[src/rtl/ibuf_pkg.sv]
// ibuf_pkg: shared types for the systolic-array input buffer.
// Lane data type, skewed-lane bundle and pointer-width helper.
package ibuf_pkg;

  localparam int DEF_DATA_W = 8;

  typedef logic [DEF_DATA_W-1:0] lane_t;

  typedef struct packed {
    logic  valid;
    lane_t data;
  } skew_lane_t;

  function automatic int ptr_w(input int depth);
    return (depth > 1) ? $clog2(depth) : 1;
  endfunction

endpackage

[src/rtl/ibuf_skew_fifo_skew_line.sv]
// skew_line: step-enabled delay line of LEN data+valid stages.
// Ports: clk, nRST, step, flush, in_valid/in_data, out_valid/out_data, any_valid.
module skew_line #(
  parameter int LEN    = 1,
  parameter int DATA_W = 8
) (
  input  logic              clk,
  input  logic              nRST,
  input  logic              step,
  input  logic              flush,
  input  logic              in_valid,
  input  logic [DATA_W-1:0] in_data,
  output logic              out_valid,
  output logic [DATA_W-1:0] out_data,
  output logic              any_valid
);

  logic [LEN-1:0]    vld;
  logic [DATA_W-1:0] dat [LEN];

  always_ff @(posedge clk or negedge nRST) begin
    if (!nRST) begin
      vld <= '0;
      for (int k = 0; k < LEN; k++) dat[k] <= '0;
    end else if (flush) begin
      vld <= '0;
      for (int k = 0; k < LEN; k++) dat[k] <= '0;
    end else if (step) begin
      vld[0] <= in_valid;
      dat[0] <= in_data;
      for (int k = 1; k < LEN; k++) begin
        vld[k] <= vld[k-1];
        dat[k] <= dat[k-1];
      end
    end
  end

  assign out_valid = vld[LEN-1];
  assign out_data  = dat[LEN-1];
  assign any_valid = |vld;

endmodule

[src/rtl/ibuf_skew_fifo.sv]
// ibuf_skew_fifo: DEPTH-entry vector FIFO feeding a triangular skew network.
// Ports: clk, nRST, wr_valid/wr_ready/wr_data, step, flush, out_data, out_valid, count, busy.
module ibuf_skew_fifo
  import ibuf_pkg::*;
#(
  parameter int ARRAY_SIZE = 4,
  parameter int DATA_W     = 8,
  parameter int DEPTH      = 8
) (
  input  logic                         clk,
  input  logic                         nRST,
  input  logic                         wr_valid,
  output logic                         wr_ready,
  input  logic [ARRAY_SIZE*DATA_W-1:0] wr_data,
  input  logic                         step,
  input  logic                         flush,
  output logic [ARRAY_SIZE*DATA_W-1:0] out_data,
  output logic [ARRAY_SIZE-1:0]        out_valid,
  output logic [$clog2(DEPTH+1)-1:0]   count,
  output logic                         busy
);

  localparam int VW = ARRAY_SIZE * DATA_W;
  localparam int PW = ptr_w(DEPTH);
  localparam int CW = $clog2(DEPTH + 1);
  localparam logic [CW-1:0] FULL = CW'(DEPTH);

  logic [VW-1:0]   mem [DEPTH];
  logic [PW-1:0]   wr_ptr;
  logic [PW-1:0]   rd_ptr;
  logic [CW-1:0]   cnt;
  logic            push;
  logic            pop;
  logic [VW-1:0]   head;
  logic [ARRAY_SIZE-1:0] lane_any;

  assign wr_ready = (cnt != FULL);
  assign count    = cnt;
  assign push     = wr_valid && wr_ready && !flush;
  assign pop      = step && (cnt != '0) && !flush;
  assign head     = mem[rd_ptr];

  // DEPTH is a power of two, so pointers wrap naturally.
  always_ff @(posedge clk or negedge nRST) begin
    if (!nRST) begin
      wr_ptr <= '0;
      rd_ptr <= '0;
      cnt    <= '0;
    end else if (flush) begin
      wr_ptr <= '0;
      rd_ptr <= '0;
      cnt    <= '0;
    end else begin
      if (push) wr_ptr <= wr_ptr + PW'(1);
      if (pop)  rd_ptr <= rd_ptr + PW'(1);
      unique case ({push, pop})
        2'b10:   cnt <= cnt + CW'(1);
        2'b01:   cnt <= cnt - CW'(1);
        default: cnt <= cnt;
      endcase
    end
  end

  // Storage needs no reset: only entries behind count are ever read.
  always_ff @(posedge clk) begin
    if (push) mem[wr_ptr] <= wr_data;
  end

  for (genvar i = 0; i < ARRAY_SIZE; i++) begin : g_lane
    logic [DATA_W-1:0] lane_in;

    // Bubbles carry zero data so idle rows see clean operands.
    assign lane_in = pop ? head[i*DATA_W +: DATA_W] : '0;

    skew_line #(
      .LEN    (i + 1),
      .DATA_W (DATA_W)
    ) u_line (
      .clk       (clk),
      .nRST      (nRST),
      .step      (step),
      .flush     (flush),
      .in_valid  (pop),
      .in_data   (lane_in),
      .out_valid (out_valid[i]),
      .out_data  (out_data[i*DATA_W +: DATA_W]),
      .any_valid (lane_any[i])
    );
  end

  assign busy = (cnt != '0) || (|lane_any);

endmodule

[config.mk]
export PLATFORM = sky130hd
export DESIGN_NAME = ibuf_skew_fifo
export DESIGN_NICKNAME = d
export VERILOG_FILES = /design/src/rtl/ibuf_pkg.sv /design/src/rtl/ibuf_skew_fifo_skew_line.sv /design/src/rtl/ibuf_skew_fifo.sv
export SDC_FILE = /design/constraint.sdc
export NUM_CORES = 1
export LEC_CHECK = 0
export BUFFER_PORTS_ARGS = -buffer_cell sky130_fd_sc_hd__buf_2
export CORE_MARGIN = 4
export CORE_UTILIZATION = 60
export CTS_CLUSTER_DIAMETER = 60
export DETAILED_ROUTE_END_ITERATION = 12
export GPL_TIMING_DRIVEN = 0
export PLACE_DENSITY = 0.79
export SYNTH_ARGS = -nofsm -noshare
export SYNTH_HDL_FRONTEND = slang
export SYNTH_SLANG_ARGS = --single-unit
[constraint.sdc]
create_clock -name clk -period 6.3 [get_ports clk]
set_input_delay 0.945 -clock clk [delete_from_list [all_inputs] [get_ports clk]]
set_output_delay 0.945 -clock clk [all_outputs]
set_load 0.005 [all_outputs]
==> run metrics <==
actual slew at the worst max-slew pin ~1000 ps; required time worst endpoint roughly 6700 ps; GR Util met1 34.0%; hold slack 487 ps; routed len/inst 25.7 µm; Global Route Usage Sum 24.9%; clock slew at reported path FFs approximately 60 ps; largest net degree at the start of global routing 51; CTS buffer count 35; met2 usage 40.7%; Final HPWL DP 18.7 mm; post-synthesis instance total 724; vias in the first global route between 7k and 8k; setup_tns 0 ps; Mapped Avg Cell Area between 15 and 20 µm²; combinational power share 17.4%; critical path arrival ~3800 ps; Initial Utilization 61.6%; synthesis-stage register bit count 350; Top Usage Layer GRT met2; fin util between 70% and 80%; RSZ-0062 raised after global routing false; design area about 16000 µm²; GR Overflow Total 0; Max Fclk 291 MHz; Worst setup startpoint count[0]; Cell Area, Placed 14700 µm²; syn nets 765; slowest CP cell a2111oi_0; clock tree buffer depth 3; Power Density 359 nW/µm²; Core Area 22100 µm²; leakage power 6.13 nW; ys flop type edfxtp_1; Largest stage delay, worst path 540 ps; H-tree levels 2; first-pass GRT wire length around 46 mm; cts-stage hold buffer count 0; post_cts resized 0; r2r setup slk 2860 ps; Final Max Slew Viols 0; Site Rows 54; vias after detailed routing around 7.4k; Fillers about 1.3k; Synth warnings 0; layout overhead on the synthesized area 15.9%; routing usage on met3 under 10%; Setup Buffers After CTS 0; # IOs 79; cell mode on critical path buf_6; initial antenna violation count 3; Final nets 902; via density per instance 6.31; Die Span Y 159 µm; sequential share of power 47.7%; drt initial violations 789; IO Port Bufs 77; Max-cap violations 0; Non-Filler Instances roughly 1.2k; Inst Count DP 1104; Post-Route Skew 12.6 ps; critical path class reg -> reg; WL final roughly 30 mm; worst min-delay path class in -> async; fin crit share 54.6%; EDFF count, synth 256; DRT Pass-1 Iters 5; Root Buffer clkbuf_16; worst skew pair latency between 500 and 600 ps; layout cells sized above 1 29.7%; worst path cell trace buf_6, or4_1, and3_1, buf_6, clkbuf_1, and2_1, ha_1, a31oi_1, a2111oi_0, o21ai_0, nor3b_1; switching pwr around 1.4 mW; RR Startpoint count[0]; max_slew headroom 32.4%; Distinct cells, synth 39; die area 25100 µm²; Final Wtd Congestion roughly 0.86; # DRC 0; Seq/Total Area, Yosys roughly 74%; ANT nets after route 0; internal power 4.25 mW; Tmin final 3440 ps; Chip Width 159 µm; async set-reset flop share out of synthesis 26.9%; CP Launch Type flip-flop; status finished, final reports clean; CP max FO 10; Net Sw Frac 24.9%; Final Setup Violations 0; Critical Path Sink Type flip-flop; VDD IR-drop max 220 µV; CTS Sinks 350; final hold viol count 0; CTS tree done; clock group share of total power 35.0%; Cell Area, Synth 13600 µm²
[placed cells by master, fill, tap and decap left out, types with 4 or more instances in the layout]
master / n
buf_2: 85
and3_1: 33
clkbuf_16: 37
clkinv_2: 4
nor2_1: 61
clkbuf_1: 39
buf_16: 4
clkinv_1: 5
nand3_1: 6
mux2i_1: 53
nand2_1: 6
mux4_2: 64
dfrtp_1: 94
buf_6: 14
a221o_1: 32
buf_4: 40
edfxtp_1: 256
ha_1: 4
xor2_1: 4
buf_1: 4
[Yosys cell counts (all sizes together) (3+ instances only)]
| master | n | area [µm²] |
|---|---|---|
| a221o | 32 | 320 |
| and3 | 33 | 206 |
| buf | 47 | 338 |
| clkbuf | 27 | 101 |
| dfrtp | 94 | 2350 |
| edfxtp | 256 | 7690 |
| ha | 4 | 50.1 |
| inv | 3 | 11.3 |
| mux2i | 53 | 531 |
| mux4 | 64 | 1440 |
| nand2 | 6 | 22.5 |
| nand3 | 6 | 30.0 |
| nor2 | 64 | 240 |
| nor3 | 6 | 30.0 |
| xnor2 | 3 | 26.3 |
| xor2 | 4 | 35.0 |
[final cells by class]
type,instances,area [µm²],area share [%]
Sequential cell,350,10000,63.7
Multi-Input combinational cell,297,3170,20.1
Clock buffer,49,971,6.16
Timing Repair Buffer,100,671,4.25
Buffer,74,439,2.78
Tap cell,280,350,2.22
Clock inverter,13,123,0.777
Inverter,3,11.3,0.0714
Antenna cell,1,2.50,0.0159
[registers in the layout, summed over array words and instances, names as in the netlist]
register                count
count                       4
g_lane.u_line.dat          48
wr_ptr                      3
g_lane.u_line.out_data     32
mem                       256
rd_ptr                      3
g_lane.u_line.vld           4
[kinds of logic (layout without fill, tap and decap cells)]
| family | count (synthesis) | in the layout | synth area share (%) |
|---|---|---|---|
| buffers and inverters | 77 | 239 | 3.31 |
| AOI/OAI and AO/OA | 46 | 46 | 3.20 |
| other | 0 | 1 | 0 |
| xor gates and xnor gates | 7 | 7 | 0.451 |
| and+or+nand+nor | 123 | 123 | 4.39 |
| muxes | 117 | 117 | 14.5 |
| DFF | 350 | 350 | 73.8 |
| adders and majority gates | 4 | 4 | 0.368 |
[worst paths after layout]
kind                                                      to  depth (start not counted)
worst min register to register      g_lane[3].u_line.dat[11]                          2
worst max-delay path                                count[3]                         11
max in group asynchronous       g_lane[1].u_line.out_data[2]                          2
min in group clk                    g_lane[3].u_line.dat[11]                          2
worst max register to register                      count[3]                         11
worst min-delay path            g_lane[0].u_line.out_data[5]                          1
[routing by layer]
| metal | wire length (µm) | part of all wire (%) |
|---|---|---|
| met3 | 2490 | 8.3 |
| met5 | 21 | 0.070 |
| met4 | 820 | 2.7 |
| met1 | 11500 | 38 |
| met2 | 15100 | 50 |
[worst max-delay path: cells and delay by family (launching register included)]
kind,cells,cell delay (ps)
AND/OR/NAND/NOR,4,1150
AO/OA/AOI/OAI,3,840
buffers and inverters,3,550
flip-flops,1,420
adder cells (fa/ha/maj),1,330
[power groups by stage]
stage | registers (mW) | logic (mW) | clock network [mW]
final | 2.70 | 0.982 | 1.98
after global routing | 2.71 | 1.06 | 2.10
after CTS | 2.70 | 0.987 | 2.00
after detailed placement | 2.74 | 0.972 | 0
after global placement | 2.74 | 0.906 | 0
after floorplan | 2.72 | 0.675 | 0
[per-stage QoR]
stage                     setup WS (ps)  power [mW]
after CTS                          2920        5.68
after global routing               2710        5.87
after global placement            -2190        3.64
after detailed placement           2810        3.71
after floorplan                     989        3.39
final                              2860        5.66
(Power assumes the default switching activity.)
